### config.mk
export PLATFORM = sky130hd
export DESIGN_NAME = multicycle_control_unit
export DESIGN_NICKNAME = d
export VERILOG_FILES = /design/src/rtl/multicycle_control_unit.sv
export SDC_FILE = /design/constraint.sdc
export NUM_CORES = 1
export LEC_CHECK = 0
export CAP_MARGIN = 20
export CORE_AREA = 2 2 42 44
export DETAILED_ROUTE_END_ITERATION = 8
export DIE_AREA = 0 0 44 46
export MAX_ROUTING_LAYER = met4
export PLACE_DENSITY = 0.75
export RECOVER_POWER = 100
export SETUP_SLACK_MARGIN = 0.4
export SYNTH_ARGS = -nofsm -noshare
export SYNTH_HDL_FRONTEND = slang
export SYNTH_SLANG_ARGS = --single-unit
### constraint.sdc
create_clock -name clk -period 2.23 [get_ports clk]
set_input_delay 0.5575 -clock clk [delete_from_list [all_inputs] [get_ports clk]]
set_output_delay 0.5575 -clock clk [all_outputs]
set_load 0.05 [all_outputs]
### src/rtl/multicycle_control_unit.sv
// Multicycle CPU control FSM: sequences IF/ID/EX/MEM/WB and drives
// datapath strobes and opcode-decoded mux selects.
module multicycle_control_unit #(
    parameter int OPW = 6,
    parameter int SW  = 3
) (
    input  logic           clk,
    input  logic           Reset,
    input  logic [OPW-1:0] opcode,
    input  logic           zero,
    output logic           PCWre,
    output logic           IRWre,
    output logic           InsMemRW,
    output logic           RegWre,
    output logic           DataMemRW,
    output logic           ALUSrcA,
    output logic           ALUSrcB,
    output logic           ALUM2Reg,
    output logic           WrRegData,
    output logic           ExtSel,
    output logic [1:0]     RegOut,
    output logic [1:0]     PCSrc,
    output logic [2:0]     ALUOp,
    output logic [SW-1:0]  state
);

    localparam logic [SW-1:0] S_IF  = 3'b000;
    localparam logic [SW-1:0] S_ID  = 3'b001;
    localparam logic [SW-1:0] S_EXA = 3'b110;
    localparam logic [SW-1:0] S_WBA = 3'b111;
    localparam logic [SW-1:0] S_EXB = 3'b101;
    localparam logic [SW-1:0] S_EXM = 3'b010;
    localparam logic [SW-1:0] S_MEM = 3'b011;
    localparam logic [SW-1:0] S_WBL = 3'b100;

    localparam logic [OPW-1:0] OP_ADD  = 6'b000000;
    localparam logic [OPW-1:0] OP_SUB  = 6'b000001;
    localparam logic [OPW-1:0] OP_ADDI = 6'b000010;
    localparam logic [OPW-1:0] OP_OR   = 6'b010000;
    localparam logic [OPW-1:0] OP_AND  = 6'b010001;
    localparam logic [OPW-1:0] OP_ORI  = 6'b010010;
    localparam logic [OPW-1:0] OP_SLL  = 6'b011000;
    localparam logic [OPW-1:0] OP_SLT  = 6'b100110;
    localparam logic [OPW-1:0] OP_SW   = 6'b110000;
    localparam logic [OPW-1:0] OP_LW   = 6'b110001;
    localparam logic [OPW-1:0] OP_BEQ  = 6'b110100;
    localparam logic [OPW-1:0] OP_J    = 6'b111000;
    localparam logic [OPW-1:0] OP_JR   = 6'b111001;
    localparam logic [OPW-1:0] OP_JAL  = 6'b111010;
    localparam logic [OPW-1:0] OP_HALT = 6'b111111;

    logic [SW-1:0] state_q, state_d;
    logic is_add, is_sub, is_addi, is_or, is_and, is_ori, is_sll, is_slt;
    logic is_sw, is_lw, is_beq, is_j, is_jr, is_jal, is_halt;
    logic is_alu, is_rtype, is_nop, ends_in_id;

    assign is_add  = (opcode == OP_ADD);
    assign is_sub  = (opcode == OP_SUB);
    assign is_addi = (opcode == OP_ADDI);
    assign is_or   = (opcode == OP_OR);
    assign is_and  = (opcode == OP_AND);
    assign is_ori  = (opcode == OP_ORI);
    assign is_sll  = (opcode == OP_SLL);
    assign is_slt  = (opcode == OP_SLT);
    assign is_sw   = (opcode == OP_SW);
    assign is_lw   = (opcode == OP_LW);
    assign is_beq  = (opcode == OP_BEQ);
    assign is_j    = (opcode == OP_J);
    assign is_jr   = (opcode == OP_JR);
    assign is_jal  = (opcode == OP_JAL);
    assign is_halt = (opcode == OP_HALT);

    assign is_rtype = is_add | is_sub | is_or | is_and | is_sll | is_slt;
    assign is_alu   = is_rtype | is_addi | is_ori;
    assign is_nop   = ~(is_alu | is_sw | is_lw | is_beq |
                        is_j | is_jr | is_jal | is_halt);
    assign ends_in_id = is_j | is_jr | is_jal | is_nop;

    always_comb begin
        state_d = state_q;
        case (state_q)
            S_IF:  state_d = S_ID;
            S_ID: begin
                if (is_halt)
                    state_d = S_ID;
                else if (ends_in_id)
                    state_d = S_IF;
                else if (is_beq)
                    state_d = S_EXB;
                else if (is_sw || is_lw)
                    state_d = S_EXM;
                else
                    state_d = S_EXA;
            end
            S_EXA: state_d = S_WBA;
            S_WBA: state_d = S_IF;
            S_EXB: state_d = S_IF;
            S_EXM: state_d = S_MEM;
            S_MEM: state_d = is_lw ? S_WBL : S_IF;
            S_WBL: state_d = S_IF;
            default: state_d = S_IF;
        endcase
    end

    always_ff @(posedge clk or negedge Reset) begin
        if (!Reset)
            state_q <= S_IF;
        else
            state_q <= state_d;
    end

    assign state = state_q;

    // Strobes are squashed while reset is held even though state reads IF
    assign IRWre     = Reset & (state_q == S_IF);
    assign InsMemRW  = Reset & (state_q == S_IF);
    assign PCWre     = Reset & (((state_q == S_ID) & ends_in_id) |
                                (state_q == S_EXB) |
                                (state_q == S_WBA) |
                                (state_q == S_WBL) |
                                ((state_q == S_MEM) & is_sw));
    assign RegWre    = Reset & ((state_q == S_WBA) |
                                (state_q == S_WBL) |
                                ((state_q == S_ID) & is_jal));
    assign DataMemRW = Reset & (state_q == S_MEM) & is_sw;

    assign ALUSrcA   = is_sll;
    assign ALUSrcB   = is_addi | is_ori | is_sw | is_lw;
    assign ExtSel    = ~is_ori;
    assign ALUM2Reg  = is_lw;
    assign WrRegData = ~is_jal;

    always_comb begin
        RegOut = 2'b00;
        if (is_addi || is_ori || is_lw)
            RegOut = 2'b01;
        else if (is_rtype)
            RegOut = 2'b10;
    end

    always_comb begin
        PCSrc = 2'b00;
        if (is_j || is_jal)
            PCSrc = 2'b11;
        else if (is_jr)
            PCSrc = 2'b10;
        else if (is_beq && zero && (state_q == S_EXB))
            PCSrc = 2'b01;
    end

    always_comb begin
        ALUOp = 3'b000;
        if (is_sub || is_beq)
            ALUOp = 3'b001;
        else if (is_sll)
            ALUOp = 3'b010;
        else if (is_or || is_ori)
            ALUOp = 3'b011;
        else if (is_and)
            ALUOp = 3'b100;
        else if (is_slt)
            ALUOp = 3'b101;
    end

endmodule

==> reports/qor.yml, run 1 <==
status: "stopped before the end"
haltStage: "clock tree synthesis (4_1_cts)"
error: "[ERROR DPL-0038] Utilization greater than 100%, impossible to legalize"
gp_congestion: 0.891
yosys_warnings: 0
yosysTopAreaCellShare_pct: 13.4
synth_nets: 92
synthCells: 83
syn_area_per_cell_um2: 6.77
rows: 15
postCtsSetupBuffers: 18
die_w_um: 44
hpwl_um: 1900
numCtsBuffers: 3
cts_resized: 100
dominantRegCellSynth: "dfrtp_1"
ys_seq_elements: 3
syn_area_um2: 562
synth-async-reset-ratio_pct: 100
yosys.area.top_type: "dfrtp_1"
initial_core_util_pct: 34.8
portBuffers: 28
postCtsHoldBufs: 0
synth-edff-count: 0
die_h_um: 46
cts.htree.levels: 1
io_pins: 29
clock_tree.buffer_depth: 2
synth-seq-area-share_pct: 13.4
synthTopCellsByArea: "dfrtp_1 13%, nand2b_1 8.9%, nor2_1 6.7%, nor4_1 5.6%, a21oi_1 4.5%"
cts.sinks: 3
cts_root_buf: "clkbuf_4"
yosysUniqueCellTypes: 34
dp.cells: 147
-- kinds of logic after synthesis --
kind of cell	after synthesis	share of synthesized area (%)
xor gates and xnor gates	1	1.56
and+or+nand+nor	49	48.1
DFF	3	13.4
buffers and inverters	10	8.24
AOI/OAI and AO/OA	20	28.7
-- Yosys cell counts, types with 2 or more instances --
library cell / count
inv_1: 2
buf_2: 4
nand2_1: 5
nor3_1: 3
nand3_1: 3
or3_1: 2
and2_1: 2
nand2b_1: 8
nor3b_1: 2
a211oi_1: 2
a21oi_1: 5
dfrtp_1: 3
nor2b_1: 2
o21ai_0: 3
a31oi_1: 2
clkbuf_1: 3
or2_1: 2
nor4_1: 5
nor2_1: 10
-- metrics by stage --
step | instance area (um^2) | setup WS [ps]
after floorplan | 811 | -309
after global placement | 1370 | -535
after detailed placement | 1370 | -587
==> inputs of run 2 (changes only) <==
Settings changed: CORE_AREA 2 2 42 44 to 2 2 63 65, DIE_AREA 0 0 44 46 to 0 0 65 67, MAX_ROUTING_LAYER met4 to default, PLACE_DENSITY 0.75 to default, PLACE_DENSITY_LB_ADDON from default to 0.15, SETUP_SLACK_MARGIN 0.4 to default.
==> run 2 against run 1 <==
The flow now finishes, with violations (setup timing); synthesized cell count did not move; area after synthesis did not move.
==> reports/qor.yml, run 2 <==
rsz0062_at_grt: "true"
placed_area_um2: 1320  # -3.8%
yosys.area.top_type: "dfrtp_1"
drt-initial-drc-count: 33
cts_root_buf: "clkbuf_8"
yosysUniqueCellTypes: 34  # unchanged
ant_nets: 0
layout-drive-gt1-share_pct: 71.0
violations: "setup timing"
worstPathMaxFanout: 4
drc: 0
dieArea_um2: 4360
slowest_delay_ps: 260
die_w_um: 65  # +48%
setup_violations: 1
wl_um: 2570
grt_pass1_vias: 918
cts.htree.levels: 1  # unchanged
hold_slack_ps: 434
vias: 860
synth-async-reset-ratio_pct: 100  # unchanged
first_pass_iters: 4
period_share_pct: 101
gp_congestion: 0.783  # -12%
slew-limit-headroom_pct: 67.5
tightestPinTransition_ps: 486
yosys_warnings: 0  # unchanged
synth-edff-count: 0  # unchanged
path_class: "in -> out"
grt_pass1_wl_um: 4110
fin_skew_ps: 1.59
place_ws_ps: -617  # -30.8 ps
rows: 22  # +7
cp-end-kind: "output pin"
yosysTopAreaCellShare_pct: 13.4  # unchanged
min_period_ps: 2260
io_pins: 29  # unchanged
post-route-util_pct: 44.5
crit_family: "simple AND/OR/NAND/NOR gates"
synthCells: 83  # unchanged
syn_area_per_cell_um2: 6.77  # unchanged
grt_overflow_total: 0
fmax_ghz: 0.442
final_cell_mix: "32 x buf_4, 17 x buf_12, 7 x buf_6"
syn_area_um2: 562  # unchanged
clock_tree.buffer_depth: 2  # unchanged
dp.cells: 179  # +22%
worst-path-buf-inv: 2
insertion_delay_ps: 220
numCtsBuffers: 3  # unchanged
wire_per_inst_um: 13.3
die_h_um: 67  # +46%
largest_reg_flops: 3
critPathArrivalTime_ps: 1700
p_leak_nw: 0.656
cts_tree: "done"
core_um2: 3610
clk_pin_slew_ps: 30
grt_max_degree: 11
cellPowerDensity_nw_per_um2: 632
crit_top_cell: "buf_8"
total_power_mw: 1.01
initial_core_util_pct: 15.6  # -19 points
track_usage_pct: 12.2
worst_setup_path_start_kind: "primary input"
dominantRegCellSynth: "dfrtp_1"
vdd_drop_max_mv: 0.215
final_area_um2: 1610
ys_seq_elements: 3  # unchanged
mostFrequentLayoutCell: "buf_4"
cts.sinks: 3  # unchanged
status: "finished, violations left"
synthTopCellsByCount: "10 x nor2_1, 8 x nand2b_1, 5 x a21oi_1, 5 x nand2_1, 5 x nor4_1"
critPathSlowestCell: "or2_1"
maxCapViolCount: 0
min_path_type: "in -> async"
fin_tns_setup_ps: -32.2
synth_nets: 92  # unchanged
layout_setup_ws_ps: -32.2
portBuffers: 28  # unchanged
nNetsFinal: 155
antenna_found_initial: 0
viasPerCell: 4.46
hold_violations: 0
cp_cell_sequence: "buf_8 > and2b_1 > nand4b_1 > or2_1 > o221a_4 > a41o_4 > buf_8"
antenna_cells: 0
hpwl_um: 1780  # -6.3%
maxSlewViolCount: 0
area_growth_pct: 186
synthTopCellsByArea: "dfrtp_1 13%, nand2b_1 8.9%, nor2_1 6.7%, nor4_1 5.6%, a21oi_1 4.5%"
worst_ep_required_time_ps: 1670
instances_no_fill: 193
synth_most_common_cell: "nor2_1"
synth-seq-area-share_pct: 13.4  # unchanged
run 2: path summary, 6_finish.rpt:
kind                            slack, ps       end      start  cells past startpoint
worst max register to register        990  state[1]   state[2]                      3
worst max-delay path                  -30     PCWre  opcode[0]                      7
worst min register to register        590  state[1]   state[1]                      2
max in group asynchronous            1660  state[0]      Reset                      2
min in group clk                      590  state[1]   state[1]                      2
worst min-delay path                  430  state[2]      Reset                      2
run 2: cell families after synthesis:
kind of cell / synth area share [%]
xor+xnor: 1.56
simple gates: 48.1
flops: 13.4
buf+inv: 8.24
compound gates: 28.7
run 2: worst register-to-register path, cell delays in order, from the launching register on:
cell,delay [ps]
dfrtp_1,450
nand2b_2,280
or3_1,330
o22ai_1,100
run 2: layout make-up:
type | instances | area [um^2]
fill | 352 | 2000
timing repair buffer | 66 | 762
multi-input combinational | 70 | 653
sequential | 3 | 77.6
tap | 48 | 60.1
clock buffer | 4 | 45.0
inverter | 2 | 7.51
run 2: where the power goes:
group | switching (mW) | internal [mW]
logic | 0.396 | 0.331
registers | 0.0486 | 0.0804
clock network | 0.0370 | 0.122
run 2: what timing repair did:
action                     CTS  global route
setup buffers                9             2
setup endpoints to repair   17             6
pin swaps                   10             9
gates cloned                 1             0
hold endpoints to repair     0             0
gates resized for setup     58            21
hold buffers                 0             0
run 2: metal layers:
layer | wire, um | GRT usage (%) | vias up
met1 | 1070 | 14.1 | 400
met3 | 100 | 2.20 | 4
met5 | 0 | 0 | -
met4 | 30 | 3.19 | 0
met2 | 1370 | 23.1 | 26
li1 | - | - | 430
Power figures use the tool's default switching activity.
==> inputs of run 3 (changes only) <==
Clock period 2.23 ns to 2.3 ns, I/O delays scaled along.
==> run 3 against run 2 <==
The run still ends with setup timing left; worst hold slack improved by 16 ps; sequential share of layout area increased by 0.20 points; register-to-register slack improved by 40 ps; highest routed layer unchanged.
==> reports/qor.yml, run 3 (synthesis gave the netlist of run 2 again) <==
dp.cells: 179  # unchanged
slew-limit-headroom_pct: 67.5  # about the same
p_leak_nw: 0.622  # -5.2%
vias: 836  # -2.8%
critPathArrivalTime_ps: 1730  # +30 ps
core_um2: 3610  # unchanged
gp_congestion: 0.783  # about the same
reg2reg_to: "state[2]"
ant_nets: 0  # unchanged
worstPathMaxFanout: 4  # unchanged
ff2ff_path_depth: 4  # +1
die_w_um: 65  # unchanged
antenna_found_initial: 0  # unchanged
tightestPinTransition_ps: 486  # +0.0473 ps
cts_tree: "done"
first_pass_iters: 3  # -1
cts.htree.levels: 1  # unchanged
vdd_drop_max_mv: 0.202  # -6.4%
critPathSlowestCell: "or2_1"
cellPowerDensity_nw_per_um2: 612  # -3.1%
wire_per_inst_um: 13.0  # -2.5%
crit_top_cell: "buf_8"
grt_pass1_vias: 883  # -3.8%
hold_slack_ps: 450  # +16.1 ps
period_share_pct: 100
worst_ep_required_time_ps: 1730  # +60 ps
clock_tree.buffer_depth: 2  # unchanged
die_h_um: 67  # unchanged
viasPerCell: 4.40  # -1.3%
postCtsHoldBufs: 0  # unchanged
status: "finished, violations left"
grt_max_degree: 11  # unchanged
track_usage_pct: 11.8  # -0.39 points
r2r_slack_ps: 1030  # +40 ps
hold_violations: 0  # unchanged
slowest_delay_ps: 260  # about the same
rsz0062_at_grt: "true"
numCtsBuffers: 3  # unchanged
drt-initial-drc-count: 25  # -24%
layout-drive-gt1-share_pct: 66.2  # -4.8 points
worst_setup_path_start_kind: "primary input"
cts_root_buf: "clkbuf_8"
place_ws_ps: -582  # +35.0 ps
layout_setup_ws_ps: -0.176  # +32.1 ps
min_period_ps: 2300
violations: "setup timing"
path_class: "in -> out"
fmax_ghz: 0.435
mostFrequentLayoutCell: "buf_4"
drc: 0  # unchanged
cp_cell_sequence: "buf_8 > and2b_1 > nand4b_1 > or2_1 > o221a_4 > a41o_4 > buf_8"
io_pins: 29  # unchanged
insertion_delay_ps: 220  # about the same
dieArea_um2: 4360  # unchanged
fin_skew_ps: 2.09  # +0.500 ps
grt_pass1_wl_um: 3960  # -3.5%
rows: 22  # unchanged
hpwl_um: 1780  # unchanged
wl_um: 2470  # -4.0%
area_growth_pct: 174
largest_reg_flops: 3  # unchanged
maxCapViolCount: 0  # unchanged
final_cell_mix: "30 x buf_4, 16 x buf_12, 8 x buf_6"
initial_core_util_pct: 15.6  # unchanged
min_path_type: "in -> async"
reg2reg_from: "state[2]"
antenna_cells: 0  # unchanged
clk_pin_slew_ps: 30  # about the same
cts.sinks: 3  # unchanged
maxSlewViolCount: 0  # unchanged
portBuffers: 28  # unchanged
cp-end-kind: "output pin"
grt_overflow_total: 0  # unchanged
instances_no_fill: 190  # -1.6%
setup_violations: 1  # unchanged
nNetsFinal: 152  # -1.9%
==> run 3: changes by cell type in the layout (fill, tap and decap cells not counted), sizes merged <==
| cell | change |
|---|---|
| buf | -4 |
| clkbuf | +1 |
==> run 3: per-stage QoR <==
step	utilization, %	area (um^2)	TNS [ps]	power [mW]
6_report	42.7	1540	-0.176	0.943
3_5_place_dp	36.6	1320	-5620	0.735
5_1_grt	42.7	1540	-175	0.987
4_1_cts	40.8	1470	-18.5	0.933
3_3_place_gp	36.6	1320	-5670	0.726
2_1_floorplan	-	651	-1370	0.489
==> run 3: timing repair <==
| action | in CTS | in global routing |
|---|---|---|
| cloned | 1 | 0 |
| setup endpoints to repair | 17 | 7 |
| gates resized for setup | 52 | 17 |
| setup buffers | 5 | 3 |
| endpoints found under the hold margin | 0 | 0 |
| pin swaps | 8 | 8 |
==> run 3: layout make-up <==
class | count | area (um^2)
Tap cell | 48 | 60.1
Fill cell | 363 | 2070
Clock buffer | 4 | 45.0
Inverter | 2 | 7.51
Multi-Input combinational cell | 70 | 624
Timing Repair Buffer | 63 | 726
Sequential cell | 3 | 77.6
==> run 3: routing by layer <==
metal	share of wire, %	track usage [%]	vias up
met3	4.1	2.20	4
met5	0	0	-
li1	-	-	423
met1	43	14.2	384
met2	52	21.5	25
met4	1.2	3.19	0
==> run 3: critical path, delay by kind of cell <==
kind                   cells  cell delay [ps]
AND/OR/NAND/NOR            3              570
AO/OA/AOI/OAI              2              340
buffers and inverters      2              240
==> run 3: power breakdown <==
part           internal (mW)  total [mW]  switching [mW]
clock network          0.118       0.156          0.0374
registers             0.0778       0.145          0.0675
logic                  0.291       0.642           0.351
==> run 3: worst max-delay path by stage <==
stage                          from     to  slack (ps)
after global placement    opcode[4]  PCWre        -580
after global routing      opcode[0]  PCWre         -80
after CTS                 opcode[0]  PCWre         -10
after detailed placement  opcode[4]  PCWre        -580
after floorplan           opcode[1]  PCWre        -320
final                     opcode[0]  PCWre        -0.2
==> RTL edit 1 (flow settings as in run 2) <==
Add an input register stage for `zero`; this delays it by one clock. The other inputs are not delayed to match.
--- a/src/rtl/multicycle_control_unit.sv
+++ b/src/rtl/multicycle_control_unit.sv
@@ -48,6 +48,12 @@
     localparam logic [OPW-1:0] OP_JR   = 6'b111001;
     localparam logic [OPW-1:0] OP_JAL  = 6'b111010;
     localparam logic [OPW-1:0] OP_HALT = 6'b111111;
+
+    logic zero_q;
+
+    always_ff @(posedge clk) begin
+        zero_q <= zero;
+    end
 
     logic [SW-1:0] state_q, state_d;
     logic is_add, is_sub, is_addi, is_or, is_and, is_ori, is_sll, is_slt;
@@ -144,7 +150,7 @@
             PCSrc = 2'b11;
         else if (is_jr)
             PCSrc = 2'b10;
-        else if (is_beq && zero && (state_q == S_EXB))
+        else if (is_beq && zero_q && (state_q == S_EXB))
             PCSrc = 2'b01;
     end
 
Function: changed (Yosys sat finds a counterexample within 4 cycles, from zero or initial values and one cycle with Reset low).
==> RTL edit 1 against run 2 <==
The flow still finishes with violations (negative setup slack). Combinational power decreased by 7.3%. Global-route usage decreased by 0.33 points. Highest routed layer unchanged. Sequential cell count rose by 1. Worst setup slack worse by 0.013 ns. Synthesized cell count rose by 3.6%. Critical path depth unchanged. Area after synthesis is 8.5% higher. Non-clock buffer count grew 5. Via count is 0.58% higher. Final area up 1.2%. Routed wire length is 1.3% lower. Power fell by 4.9%. Critical path type unchanged.
==> RTL edit 1: results (changes against run 2) <==
Status
  – Status: finished with violations
  – Violated checks: negative setup slack

GRT
  – Global Route met3 Usage: 0.0338 (+0.0118)
  – Vias in the first global route: 941 (+2.5%)
  – Largest net degree at the start of global routing: 9 (-2)
  – Met2 usage: 0.209 (-0.0219)
  – Antenna violations before repair: 0 (unchanged)
  – First-pass GRT wire length: 4150 um (+1.2%)
  – Met1 global-route usage: 0.145 (+0.00389)
  – GRT Total Usage: 0.119 (-0.00330)

Synth
  – Async S/R FF share, synth: 0.750 (-0.250)
  – Ranking of synthesized cells by area: dfrtp_1, nand2b_1, nor2_1, a21oi_1, nor2b_1
  – Compound-Gate Fraction of Synth Area: 0.240 (-0.0471)
  – XOR/XNOR Fraction of Synth Area: 0.0144 (-0.00122)
  – Synth Area in Adders: 0 (unchanged)
  – Sequential share of the synthesized area: 0.156 (+0.0224)
  – Top cells by count, synth: nor2_1, nand2b_1, a21oi_1, nor3_1
  – Synth cell types: 41 (+21%)
  – Syn nets: 95 (+3.3%)

Power
  – Worst vdd ir: 0.244 mV (+13%)
  – Net Sw Frac: 0.463 (-0.0112)
  – Pleak: 0.671 nW (+2.3%)

Placed design
  – Placed cell area: 1430 um^2 (+8.3%)
  – PortBufs: 28 (unchanged)
  – GPL Wtd Cong: 0.796 (+1.6%)
  – Dpl hpwl: 1920 um (+7.9%)
  – Post-Place Setup Slack: -0.514 ns (+0.103 ns)

Final layout
  – Nets: 162 (+4.5%)
  – Fill count: 353 (+0.28%)
  – Layout cell share with drive strength beyond 1: 0.671 (-0.0393)

Setup path
  – Critical path arrival: 1.72 ns (+0.02 ns)
  – R2R depth: 4 (+1)
  – Critical path peak fanout: 6 (+2)
  – Crit-path slowest cell: a211o_1
  – CP delay by family, top: compound AO/OA/AOI/OAI gates
  – CP startpoint: opcode[5]
  – Reg2Reg Setup Slack: 0.74 ns (-0.25 ns)
  – Reg-to-Reg Start: state[1]$_DFF_PN0_
  – Slowest stage delay, CP: 0.29 ns (+0.03 ns)

STA
  – Final Worst Setup Slack: -0.0455 ns (-0.0132 ns)
  – Final Setup Violations: 1 (unchanged)
  – Slew HR: 0.605 (-0.0702)
  – Setup tns final: -0.0455 ns (-0.0132 ns)
  – Clock Skews: 0.00615 ns (+0.00456 ns)

CTS
  – Worst-path clk slew: approximately 0.040 ns
  – Clock latency at the later pin of the worst-skew pair: 0.22 ns (about the same)

Detailed routing
  – Routed WL per cell: 12.7 um (-4.7%)
  – Initial DRC Count: 11 (-67%)
  – DR pass1 iterations: 4 (unchanged)
  – Vias/cell: 4.33 (-2.9%)

Min path
  – Hold Path Class: reg -> reg
## RTL edit 1: cell types whose count changed after synthesis, moves of 2 or more
cell,delta
nor3_1,+2
a211oi_1,-2
a21oi_2,+2
nand2_1,-3
nor2b_1,+2
## RTL edit 1: kinds of logic after synthesis
family,Yosys count
AO/OA/AOI/OAI,21
buffers and inverters,10
flip-flops,4
XOR/XNOR,1
AND/OR/NAND/NOR,50
## RTL edit 1: power groups by stage
stage	logic [mW]	clock network, mW	registers (mW)
floorplan	0.274	0	0.213
global placement	0.632	0	0.133
detailed placement	0.636	0	0.132
CTS	0.668	0.166	0.131
global route	0.709	0.173	0.135
finish	0.674	0.161	0.130
## RTL edit 1: through the flow
step / cells / power, mW / util / hold slack, ns
6_report: 200 / 0.965 / 0.451 / 0.549
5_1_grt: 200 / 1.02 / 0.451 / 0.561
4_1_cts: 200 / 0.965 / 0.447 / 0.548
3_5_place_dp: 190 / 0.768 / 0.396 / 0.542
3_3_place_gp: 190 / 0.765 / 0.396 / 0.545
2_1_floorplan: 86 / 0.487 / - / 0.262
## RTL edit 1: layer usage
metal / part of all wire / routed length [um]
met5: 0 / 0
met4: 0.018 / 45
met3: 0.043 / 108
met2: 0.49 / 1250
met1: 0.44 / 1130
## RTL edit 1: area by class of cell
type | instances | area share
Clock buffer | 4 | 0.0277
Inverter | 1 | 0.00231
Multi-Input combinational cell | 72 | 0.391
Sequential cell | 4 | 0.0608
Tap cell | 48 | 0.0370
Timing Repair Buffer | 71 | 0.481
## RTL edit 1: timing repair
action | in CTS | in global routing
gates cloned | 1 | 0
pin swaps | 12 | 10
setup buffers | 5 | 0
gates resized for setup | 54 | 13
hold endpoints to repair | 0 | 0
endpoints found under the setup margin | 15 | 7
==> RTL edit 2 (flow settings as in run 2) <==
Made on the original files. The parameter `OPW` goes from 6 to 8.
--- a/src/rtl/multicycle_control_unit.sv
+++ b/src/rtl/multicycle_control_unit.sv
@@ -1,7 +1,7 @@
 // Multicycle CPU control FSM: sequences IF/ID/EX/MEM/WB and drives
 // datapath strobes and opcode-decoded mux selects.
 module multicycle_control_unit #(
-    parameter int OPW = 6,
+    parameter int OPW = 8,
     parameter int SW  = 3
 ) (
     input  logic           clk,
Ports: changed (resized opcode); port bits go from 29 to 31. The function was not compared with the original's and may differ.
==> RTL edit 2 against run 2 <==
Power decreased by 27%. Routed wire length increased by 3.0%. Global-route usage increased by 0.066 points. Area after synthesis increased by 6.2%. Critical path type unchanged. First-iteration DRC count decreased by 12%. The flow still finishes with violations (negative setup slack). Final area increased by 9.2%. Clock power increased by 5%. Via count increased by 10%. Utilization increased by 4.1 points. Worst setup slack got worse by 0.30 ns. Sequential cell count unchanged.
==> RTL edit 2: results (changes against run 2) <==
Final layout
  – Layout cell share with drive strength beyond 1: 0.682 (-0.0282)
  – Nets: 163 (+5.2%)
  – FF+latch area: 76.3 um^2 (-1.6%)

Detailed routing
  – WL met2: 1410 um (+2.8%)
  – Vias/cell: 4.77 (+7.0%)
  – Overall routed net length: 2640 um (+3.0%)
  – Initial DRC Count: 29 (-12%)
  – Vias: 949 (+10%)
  – Post-Route M1 WL: 1120 um (+5.1%)
  – Met3 WL: 91 um (-9.0%)

Setup path
  – Critical path peak fanout: 3 (-1)
  – Critical path arrival: 2.01 ns (+0.31 ns)

Synth
  – Avg Cell Area, Syn: 6.86 um^2 (+1.4%)
  – XOR/XNOR Fraction of Synth Area: 0 (-0.0156)
  – Ranking of synthesized cells by area: dfrtp_1, nand3_1, nor4b_1, nor3_1, a211oi_1
  – Synth cell types: 39 (+15%)
  – Compound-Gate Fraction of Synth Area: 0.319 (+0.0314)
  – Syn nets: 98 (+6.5%)
  – Top cells by count, synth: clkbuf_1, nand2_1, nand3_1
  – Sequential share of the synthesized area: 0.126 (-0.00784)

GRT
  – Met1 global-route usage: 0.150 (+0.00909)
  – Vias in the first global route: 913 (-0.54%)
  – First-pass GRT wire length: 4220 um (+2.9%)
  – GRT Total Usage: 0.123 (+0.000662)
  – Largest net degree at the start of global routing: 10 (-1)

STA
  – Fin Hold WS: 0.628 ns (+0.194 ns)
  – Clock Skews: 0.00385 ns (+0.00226 ns)
  – Final Worst Setup Slack: -0.335 ns (-0.303 ns)
  – Final Setup Violations: 14 (+13)

Placed design
  – Placed cell area: 1540 um^2 (+17%)
  – Post-Place Setup Slack: -0.768 ns (-0.151 ns)
  – PortBufs: 30 (+7.1%)
  – Placed insts: 191 (+6.7%)

Power
  – Switching pwr: 0.342 mW (-29%)
  – Pleak: 0.710 nW (+8.3%)

Status
  – Status: finished with violations
  – Violated checks: negative setup slack

Min path
  – Hold Path Class: reg -> reg
RTL edit 2: changes by cell type in the layout (fill, tap and decap cells not counted), moves of 3 or more:
cell / delta
buf_6: +11
inv_1: +3
dlygate4sd3_1: +3
nor2_2: -4
buf_12: -3
buf_4: -8
nor3_4: +3
clkdlybuf4s50_1: -3
RTL edit 2: worst max-delay path, stage by stage:
cell	delay, ns
buf_6	0.10
or4bb_4	0.53
o22a_1	0.22
o211a_4	0.23
a31o_4	0.22
buf_12	0.14
RTL edit 2: final cells by class:
cell class | instances | area share
clock buffers | 4 | 0.0257
inverters | 5 | 0.0128
multi-input cells | 70 | 0.438
flip-flops and latches | 3 | 0.0435
well taps | 48 | 0.0343
repair buffers | 69 | 0.446
RTL edit 2: what timing repair did:
| item | 4_1_cts | 5_1_grt |
|---|---|---|
| gates resized for setup | 66 | 8 |
| gates cloned | 0 | 0 |
| endpoints found under the setup margin | 16 | 14 |
| setup buffers | 6 | 1 |
| pin swaps | 17 | 11 |
RTL edit 2: power by group through the flow:
| stage | clock (mW) | sequential, mW | combinational, mW |
|---|---|---|---|
| finish | 0.167 | 0.0945 | 0.480 |
| global route | 0.171 | 0.0973 | 0.505 |
| CTS | 0.169 | 0.0954 | 0.485 |
| detailed placement | 0 | 0.0957 | 0.459 |
| global placement | 0 | 0.0954 | 0.454 |
| floorplan | 0 | 0.130 | 0.237 |
RTL edit 2: worst max-delay path by stage:
stage,start,end,depth (start not counted)
after floorplan,opcode[4],PCWre,5
after global placement,opcode[5],PCWre,6
after detailed placement,opcode[7],PCWre,6
after CTS,opcode[6],PCWre,6
after global routing,opcode[6],PCWre,6
final,opcode[6],PCWre,6
